## src/rtl/audio_fifo_pkg.sv

```systemverilog
// Shared constants for the AHB-Lite audio FIFO: register offsets (word index taken
// from HADDR[4:2]) and bit positions inside the STATUS and CTRL registers.
package audio_fifo_pkg;

  localparam logic [2:0] DATA_OFF   = 3'd0;
  localparam logic [2:0] STATUS_OFF = 3'd1;
  localparam logic [2:0] LEVEL_OFF  = 3'd2;
  localparam logic [2:0] CTRL_OFF   = 3'd3;
  localparam logic [2:0] THRESH_OFF = 3'd4;

  localparam int unsigned STAT_EMPTY    = 0;
  localparam int unsigned STAT_FULL     = 1;
  localparam int unsigned STAT_OVERRUN  = 2;
  localparam int unsigned STAT_UNDERRUN = 3;
  localparam int unsigned STAT_THR      = 4;

  localparam int unsigned CTRL_EN  = 0;
  localparam int unsigned CTRL_CLR = 1;
  localparam int unsigned CTRL_IE  = 2;

endpackage

```

## src/rtl/ahbl_audio_fifo_if.sv

```systemverilog
// AHB-Lite slave-side bus bundle for the audio FIFO.
//   master modport: drives address/control/write data, receives HREADYOUT/HRDATA.
//   slave modport : the reverse.
interface ahbl_audio_fifo_if;

  logic [31:0] HADDR;
  logic [1:0]  HTRANS;
  logic [2:0]  HSIZE;
  logic        HWRITE;
  logic        HREADY;
  logic        HSEL;
  logic [31:0] HWDATA;
  logic        HREADYOUT;
  logic [31:0] HRDATA;

  modport master (
    output HADDR, HTRANS, HSIZE, HWRITE, HREADY, HSEL, HWDATA,
    input  HREADYOUT, HRDATA
  );

  modport slave (
    input  HADDR, HTRANS, HSIZE, HWRITE, HREADY, HSEL, HWDATA,
    output HREADYOUT, HRDATA
  );

endinterface

```

## src/rtl/sync_fifo.sv

```systemverilog
// Single-clock FIFO with synchronous clear.
//   clear_i : resets pointers and level; overrides push/pop in the same cycle.
//   push_i  : write data_i (ignored when full unless a pop happens too).
//   pop_i   : drop the head entry (ignored when empty).
//   head_o  : combinational head entry; full_o/empty_o/level_o from registered level.
module sync_fifo #(
  parameter  int unsigned Depth  = 16,
  parameter  int unsigned Width  = 24,
  localparam int unsigned AddrW  = $clog2(Depth),
  localparam int unsigned LevelW = AddrW + 1
) (
  input  logic              clk_i,
  input  logic              rst_ni,
  input  logic              clear_i,
  input  logic              push_i,
  input  logic [Width-1:0]  data_i,
  input  logic              pop_i,
  output logic [Width-1:0]  head_o,
  output logic              full_o,
  output logic              empty_o,
  output logic [LevelW-1:0] level_o
);

  logic [Width-1:0]  mem_q [Depth];
  logic [AddrW-1:0]  wptr_q, wptr_d, rptr_q, rptr_d;
  logic [LevelW-1:0] level_q, level_d;
  logic              do_push, do_pop;

  assign full_o  = (level_q == LevelW'(Depth));
  assign empty_o = (level_q == '0);
  assign level_o = level_q;
  assign head_o  = mem_q[rptr_q];

  // A full FIFO still accepts a push when the head leaves in the same cycle.
  assign do_push = push_i & (~full_o | pop_i) & ~clear_i;
  assign do_pop  = pop_i & ~empty_o & ~clear_i;

  always_comb begin
    wptr_d  = wptr_q;
    rptr_d  = rptr_q;
    level_d = level_q;
    if (clear_i) begin
      wptr_d  = '0;
      rptr_d  = '0;
      level_d = '0;
    end else begin
      // Pointers wrap naturally because Depth is a power of two.
      if (do_push) wptr_d = wptr_q + 1'b1;
      if (do_pop)  rptr_d = rptr_q + 1'b1;
      level_d = level_q + LevelW'(do_push) - LevelW'(do_pop);
    end
  end

  always_ff @(posedge clk_i or negedge rst_ni) begin
    if (!rst_ni) begin
      wptr_q  <= '0;
      rptr_q  <= '0;
      level_q <= '0;
    end else begin
      wptr_q  <= wptr_d;
      rptr_q  <= rptr_d;
      level_q <= level_d;
    end
  end

  // Storage needs no reset; the level gates visibility.
  always_ff @(posedge clk_i) begin
    if (do_push) mem_q[wptr_q] <= data_i;
  end

endmodule

```

## src/rtl/ahbl_audio_fifo.sv

```systemverilog
// AHB-Lite slave buffering I2S PCM samples for burst draining by firmware.
//   HCLK/HRESETn : clock, asynchronous active-low reset.
//   ahb          : AHB-Lite slave bundle (zero wait state, HREADYOUT tied 1).
//   sample_valid/sample_data : one-cycle sample strobe from the I2S receiver.
//   irq          : level interrupt, IE & (THR | OVERRUN).
// Registers: DATA (pop), STATUS (W1C sticky flags), LEVEL, CTRL, THRESH.
module ahbl_audio_fifo
  import audio_fifo_pkg::*;
#(
  parameter int unsigned DEPTH    = 16,
  parameter int unsigned SAMPLE_W = 24
) (
  input  logic                HCLK,
  input  logic                HRESETn,
  ahbl_audio_fifo_if.slave    ahb,
  input  logic                sample_valid,
  input  logic [SAMPLE_W-1:0] sample_data,
  output logic                irq
);

  localparam int unsigned LW = $clog2(DEPTH) + 1;

  // Address-phase capture.
  logic [2:0]    addr_q;
  logic          write_q, valid_q;

  logic          en_q, en_d, ie_q, ie_d;
  logic [LW-1:0] thresh_q, thresh_d;
  logic          overrun_q, overrun_d, underrun_q, underrun_d;

  logic [SAMPLE_W-1:0] head;
  logic          full, empty, thr;
  logic [LW-1:0] level;
  logic          wr, rd_data, pop, push_req, clr;
  logic          overrun_set, underrun_set, wr_status, wr_ctrl, wr_thresh;
  logic [31:0]   status, ctrl_rd, rdata;

  logic unused_bus;
  assign unused_bus = ^{ahb.HSIZE, ahb.HADDR, ahb.HWDATA, ahb.HTRANS[0]};

  assign ahb.HREADYOUT = 1'b1;

  always_ff @(posedge HCLK or negedge HRESETn) begin
    if (!HRESETn) begin
      valid_q <= 1'b0;
      write_q <= 1'b0;
      addr_q  <= '0;
    end else if (ahb.HREADY) begin
      valid_q <= ahb.HSEL & ahb.HTRANS[1];
      write_q <= ahb.HWRITE;
      addr_q  <= ahb.HADDR[4:2];
    end
  end

  // Data-phase commits happen on the edge where HREADY ends the phase.
  assign wr        = valid_q & write_q & ahb.HREADY;
  assign rd_data   = valid_q & ~write_q & ahb.HREADY & (addr_q == DATA_OFF);
  assign wr_status = wr & (addr_q == STATUS_OFF);
  assign wr_ctrl   = wr & (addr_q == CTRL_OFF);
  assign wr_thresh = wr & (addr_q == THRESH_OFF);

  assign pop          = rd_data & ~empty;
  assign underrun_set = rd_data & empty;
  assign push_req     = sample_valid & en_q;
  assign overrun_set  = push_req & full & ~pop;
  assign clr          = wr_ctrl & ahb.HWDATA[CTRL_CLR];

  sync_fifo #(
    .Depth (DEPTH),
    .Width (SAMPLE_W)
  ) u_fifo (
    .clk_i   (HCLK),
    .rst_ni  (HRESETn),
    .clear_i (clr),
    .push_i  (push_req),
    .data_i  (sample_data),
    .pop_i   (pop),
    .head_o  (head),
    .full_o  (full),
    .empty_o (empty),
    .level_o (level)
  );

  assign thr = (level >= thresh_q);

  always_comb begin
    en_d       = en_q;
    ie_d       = ie_q;
    thresh_d   = thresh_q;
    // A new event in the same cycle as its W1C wins.
    overrun_d  = (overrun_q & ~(wr_status & ahb.HWDATA[STAT_OVERRUN])) | overrun_set;
    underrun_d = (underrun_q & ~(wr_status & ahb.HWDATA[STAT_UNDERRUN])) | underrun_set;
    if (wr_ctrl) begin
      en_d = ahb.HWDATA[CTRL_EN];
      ie_d = ahb.HWDATA[CTRL_IE];
    end
    if (wr_thresh) thresh_d = ahb.HWDATA[LW-1:0];
  end

  always_ff @(posedge HCLK or negedge HRESETn) begin
    if (!HRESETn) begin
      en_q       <= 1'b0;
      ie_q       <= 1'b0;
      thresh_q   <= LW'(DEPTH / 2);
      overrun_q  <= 1'b0;
      underrun_q <= 1'b0;
    end else begin
      en_q       <= en_d;
      ie_q       <= ie_d;
      thresh_q   <= thresh_d;
      overrun_q  <= overrun_d;
      underrun_q <= underrun_d;
    end
  end

  always_comb begin
    status                = '0;
    status[STAT_EMPTY]    = empty;
    status[STAT_FULL]     = full;
    status[STAT_OVERRUN]  = overrun_q;
    status[STAT_UNDERRUN] = underrun_q;
    status[STAT_THR]      = thr;
    ctrl_rd               = '0;
    ctrl_rd[CTRL_EN]      = en_q;
    ctrl_rd[CTRL_IE]      = ie_q;
    rdata                 = '0;
    if (valid_q && !write_q) begin
      case (addr_q)
        DATA_OFF:   rdata = empty ? 32'h0 : 32'(signed'(head));
        STATUS_OFF: rdata = status;
        LEVEL_OFF:  rdata = 32'(level);
        CTRL_OFF:   rdata = ctrl_rd;
        THRESH_OFF: rdata = 32'(thresh_q);
        default:    rdata = '0;
      endcase
    end
  end

  assign ahb.HRDATA = rdata;
  assign irq        = ie_q & (thr | overrun_q);

endmodule

```

## src/flat_wrapper.sv

```systemverilog
// flat-port wrapper written by rule: the top's interface ports become plain ports
module ahbl_audio_fifo_flat import audio_fifo_pkg::*;
#(
  parameter int unsigned DEPTH    = 16,
  parameter int unsigned SAMPLE_W = 24
)
  (HCLK, HRESETn, sample_valid, sample_data, irq, ahb_HADDR, ahb_HTRANS, ahb_HSIZE, ahb_HWRITE, ahb_HREADY, ahb_HSEL, ahb_HWDATA, ahb_HREADYOUT, ahb_HRDATA);
  ahbl_audio_fifo_if ahb_i ();
  input  logic HCLK;
  input  logic HRESETn;
  input  logic sample_valid;
  input  logic [SAMPLE_W-1:0] sample_data;
  output logic irq;
  input wire logic [$bits(ahb_i.HADDR)-1:0] ahb_HADDR;
  input wire logic [$bits(ahb_i.HTRANS)-1:0] ahb_HTRANS;
  input wire logic [$bits(ahb_i.HSIZE)-1:0] ahb_HSIZE;
  input wire logic [$bits(ahb_i.HWRITE)-1:0] ahb_HWRITE;
  input wire logic [$bits(ahb_i.HREADY)-1:0] ahb_HREADY;
  input wire logic [$bits(ahb_i.HSEL)-1:0] ahb_HSEL;
  input wire logic [$bits(ahb_i.HWDATA)-1:0] ahb_HWDATA;
  output wire logic [$bits(ahb_i.HREADYOUT)-1:0] ahb_HREADYOUT;
  output wire logic [$bits(ahb_i.HRDATA)-1:0] ahb_HRDATA;
  assign ahb_i.HADDR = ahb_HADDR;
  assign ahb_i.HTRANS = ahb_HTRANS;
  assign ahb_i.HSIZE = ahb_HSIZE;
  assign ahb_i.HWRITE = ahb_HWRITE;
  assign ahb_i.HREADY = ahb_HREADY;
  assign ahb_i.HSEL = ahb_HSEL;
  assign ahb_i.HWDATA = ahb_HWDATA;
  assign ahb_HREADYOUT = ahb_i.HREADYOUT;
  assign ahb_HRDATA = ahb_i.HRDATA;
  ahbl_audio_fifo #(.DEPTH(DEPTH), .SAMPLE_W(SAMPLE_W)) u_core (.HCLK(HCLK), .HRESETn(HRESETn), .ahb(ahb_i), .sample_valid(sample_valid), .sample_data(sample_data), .irq(irq));
endmodule
```

## config.mk

```make
export PLATFORM = sky130hd
export DESIGN_NAME = ahbl_audio_fifo_flat
export DESIGN_NICKNAME = d
export VERILOG_FILES = /design/src/rtl/audio_fifo_pkg.sv /design/src/rtl/ahbl_audio_fifo_if.sv /design/src/rtl/sync_fifo.sv /design/src/rtl/ahbl_audio_fifo.sv /design/src/flat_wrapper.sv
export SDC_FILE = /design/constraint.sdc
export NUM_CORES = 1
export LEC_CHECK = 0
export CAP_MARGIN = 10
export CORE_UTILIZATION = 55
export CTS_CLUSTER_DIAMETER = 120
export CTS_CLUSTER_SIZE = 16
export DETAILED_ROUTE_END_ITERATION = 16
export PLACE_DENSITY_LB_ADDON = 0.05
export SLEW_MARGIN = 40
export SYNTH_ARGS = -nofsm -noshare
export SYNTH_HDL_FRONTEND = slang
export SYNTH_SLANG_ARGS = --single-unit
```

## constraint.sdc

```tcl
create_clock -name HCLK -period 5.4 [get_ports HCLK]
set_input_delay 1.08 -clock HCLK [delete_from_list [all_inputs] [get_ports HCLK]]
set_output_delay 1.08 -clock HCLK [all_outputs]
set_load 0.01 [all_outputs]
```

==> flow_metrics.tcl <==
set metrics [dict create \
    cts-root-buf "clkbuf_16" \
    fin_setup_tns_ns 0 \
    ys_seq_elements 411 \
    yosysUniqueCellTypes 49 \
    syn-num-nets 936 \
    cts_resized 0 \
    rsz0062_at_grt "false" \
    tightest_slew_ns 0.680 \
    clock_latency_ns 0.56 \
    dr_wl_met3_um 2090 \
    holdWs_ns 0.516 \
    drc 0 \
    ys_seq_area_frac 0.742 \
    critPathArrivalTime_ns 3.46 \
    layout-area-overhead-vs-synth_pct 12.8 \
    diodes 0 \
    wirelength_um 34500 \
    cts_tree "done" \
    postSynthAreaPerCell_sq_um 20.1 \
    r2r-end "u_core.u_fifo.level_o[4]$_DFF_PN0_" \
    synth-async-reset-ratio 0.0657 \
    hold_buffers 0 \
    drtIter0Drc 765 \
    crit_type "reg2out" \
    max_freq_mhz 220 \
    finalSetupViolCount 0 \
    worstPathRequired_ns 4.32 \
    via_count 8096 \
    die_x_um 175 \
    clkTransAtPathRegs_ns 0.07 \
    grt_max_degree 41 \
    layout.nets 1020 \
    yosysTopAreaCell "edfxtp_1" \
    crit_fanout 19 \
    cts_htree_levels 1 \
    rrSetupSlack_ns 1.84 \
    final_common_cell "edfxtp_1" \
    grt_pass1_wl_um 51600 \
    r2r_start "u_core.addr_q[0]$_DFFE_PN0P_" \
    outcome "completed" \
    dpl_cell_area_sq_um 17700 \
    die_height_um 175 \
    post_cts_buffers 0 \
    max_slew_margin 0.544 \
    synthFlopType "edfxtp_1" \
    hold_violations 0 \
    rows 62 \
    finalMaxSlewViolations 0 \
    top_layer "met4" \
    drv_cap 0 \
    initial_core_util 0.565 \
    endpoint_kind "output pin" \
    vdd_drop_max_mv 0.268 \
    ios 133 \
    gp_congestion 0.828 \
    core_area_sq_um 29100 \
    reg2reg_depth 13 \
    grt-ovfl-total 0 \
    cp-startpoint "u_core.u_fifo.level_o[2]$_DFF_PN0_" \
    met2_length_um 17600 \
    instances_no_fill 1311 \
    final_cell_mix "384 x edfxtp_1, 96 x mux4_2, 71 x clkdlybuf4s50_1" \
    via_per_inst 6.18 \
    power.leakage_nw 5.82 \
    n_fill_cell 2060 \
    drtAntennaViolNets 0 \
    power_density_nw_per_um2 369 \
    dieArea_sq_um 30600 \
    cts_sinks 411 \
    timing.final.crit_share 0.841 \
    startpoint_type "register" \
    synth_edf_count 384 \
    hpwlAfterDp_um 19700 \
    wl_per_cell_um 26.3 \
    netlist_area_sq_um 16400 \
    grt_use_total 0.232 \
    drt_first_pass_iters 5 \
    period_needed_ns 4.54 \
    clock_path_buffers 3 \
    ys_warn_count 0 \
    drive_gt1_frac 0.206 \
    cts_inserted_buffers 29 \
    min-delay-path-class "reg2reg" \
    synth_area_leaders "edfxtp_1 70%, mux4_2 13%, dfrtp_1 4.0%" \
    synthCells 820 \
    min_path_cells 1 \
    wl_met1_um 14100 \
    antenna_found_initial 0 \
    synth_top_area_frac 0.701 \
    grt_pass1_vias 8448 \
    final_area_sq_um 18600 \
    port_buffers 71 \
    min_from "u_core.underrun_q$_DFF_PN0_" \
    hold_end "u_core.underrun_q$_DFF_PN0_" \
    place_inst 1257 \
    fin_worst_skew_ns 0.0158 \
]
layer usage:
| layer | vias up | GRT usage |
|---|---|---|
| met2 | 260 | 0.395 |
| met4 | 0 | 0.0630 |
| met1 | 4268 | 0.321 |
| met5 | - | 0 |
| met3 | 51 | 0.0289 |
| li1 | 3517 | - |
worst max-delay path: stages (launching register included):
cell and delay (ns):
dfrtp_1 0.43, inv_1 0.09, ha_1 0.21, nor4b_1 0.14
buf_4 0.17, or3_1 0.36, buf_4 0.26, nor4_1 0.59
clkdlybuf4s50_1 0.65
metrics by stage:
step,setup WS [ns],utilization,power [mW]
after floorplan,0.927,-,4.62
after CTS,0.684,0.638,6.92
final,0.860,0.638,6.85
after global placement,0.886,0.608,4.90
after global routing,0.713,0.638,7.14
after detailed placement,0.814,0.609,4.94
worst max-delay path by stage:
stage,end,cells after the start
2_1_floorplan,u_core.u_fifo.mem_q[13][0]$_DFFE_PP_,6
5_1_grt,ahb_HRDATA[6],8
3_5_place_dp,u_core.u_fifo.level_o[4]$_DFF_PN0_,14
3_3_place_gp,u_core.u_fifo.level_o[4]$_DFF_PN0_,14
6_report,ahb_HRDATA[20],8
4_1_cts,ahb_HRDATA[25],8
synthesized netlist by cell type (3+ instances only):
cell	n
buf_2	14
and3_1	7
nand4_1	3
o221ai_1	4
a21oi_1	3
nand2_1	19
mux2_2	10
clkbuf_1	27
mux2i_1	14
xnor2_1	5
o22ai_1	21
dfrtp_1	26
a22oi_1	4
xor2_1	4
inv_1	18
edfxtp_1	384
ha_1	16
a211oi_1	20
mux4_2	96
nor3_1	27
buf_4	9
nand2b_1	7
nor2_1	17
nand3_1	3
o21ai_0	7
and2_1	4
nor2b_1	23
registers in the layout, summed over array words and instances, names as in the netlist:
name / flops
u_core.u_fifo.mem_q: 384
u_core.thresh_q: 5
u_core.u_fifo.level_o: 5
u_core.u_fifo.rptr_q: 4
u_core.u_fifo.wptr_q: 4
u_core.addr_q: 3
u_core.en_q: 1
u_core.ie_q: 1
u_core.overrun_q: 1
u_core.underrun_q: 1
u_core.valid_q: 1
u_core.write_q: 1
layout make-up:
class / instances / area (sq um) / share of cell area
clock buffer: 52 / 812 / 0.0438
clock inverter: 2 / 16.3 / 0.000877
inverter: 18 / 67.6 / 0.00364
multi-input combinational: 339 / 3940 / 0.213
sequential: 411 / 12200 / 0.659
tap: 384 / 480 / 0.0259
timing repair buffer: 105 / 1020 / 0.0548
kinds of logic (layout without fill, tap and decap cells):
| kind of cell | after synthesis | in the layout | synth area share |
|---|---|---|---|
| buffers and inverters | 70 | 177 | 0.0200 |
| multiplexers | 120 | 120 | 0.147 |
| flip-flops | 411 | 411 | 0.742 |
| other | 1 | 1 | 0.000228 |
| adder cells (fa/ha/maj) | 17 | 17 | 0.0134 |
| AND/OR/NAND/NOR | 124 | 124 | 0.0425 |
| XOR/XNOR | 9 | 9 | 0.00479 |
| AO/OA/AOI/OAI | 68 | 68 | 0.0298 |
where the power goes:
| group | switching, mW | internal (mW) | total (mW) |
|---|---|---|---|
| Clock | 0.984 | 1.01 | 2.00 |
| Sequential | 0.149 | 3.58 | 3.73 |
| Combinational | 0.523 | 0.605 | 1.13 |
| Total | 1.66 | 5.20 | 6.85 |
Note: power is estimated with default switching activity, not from simulation.
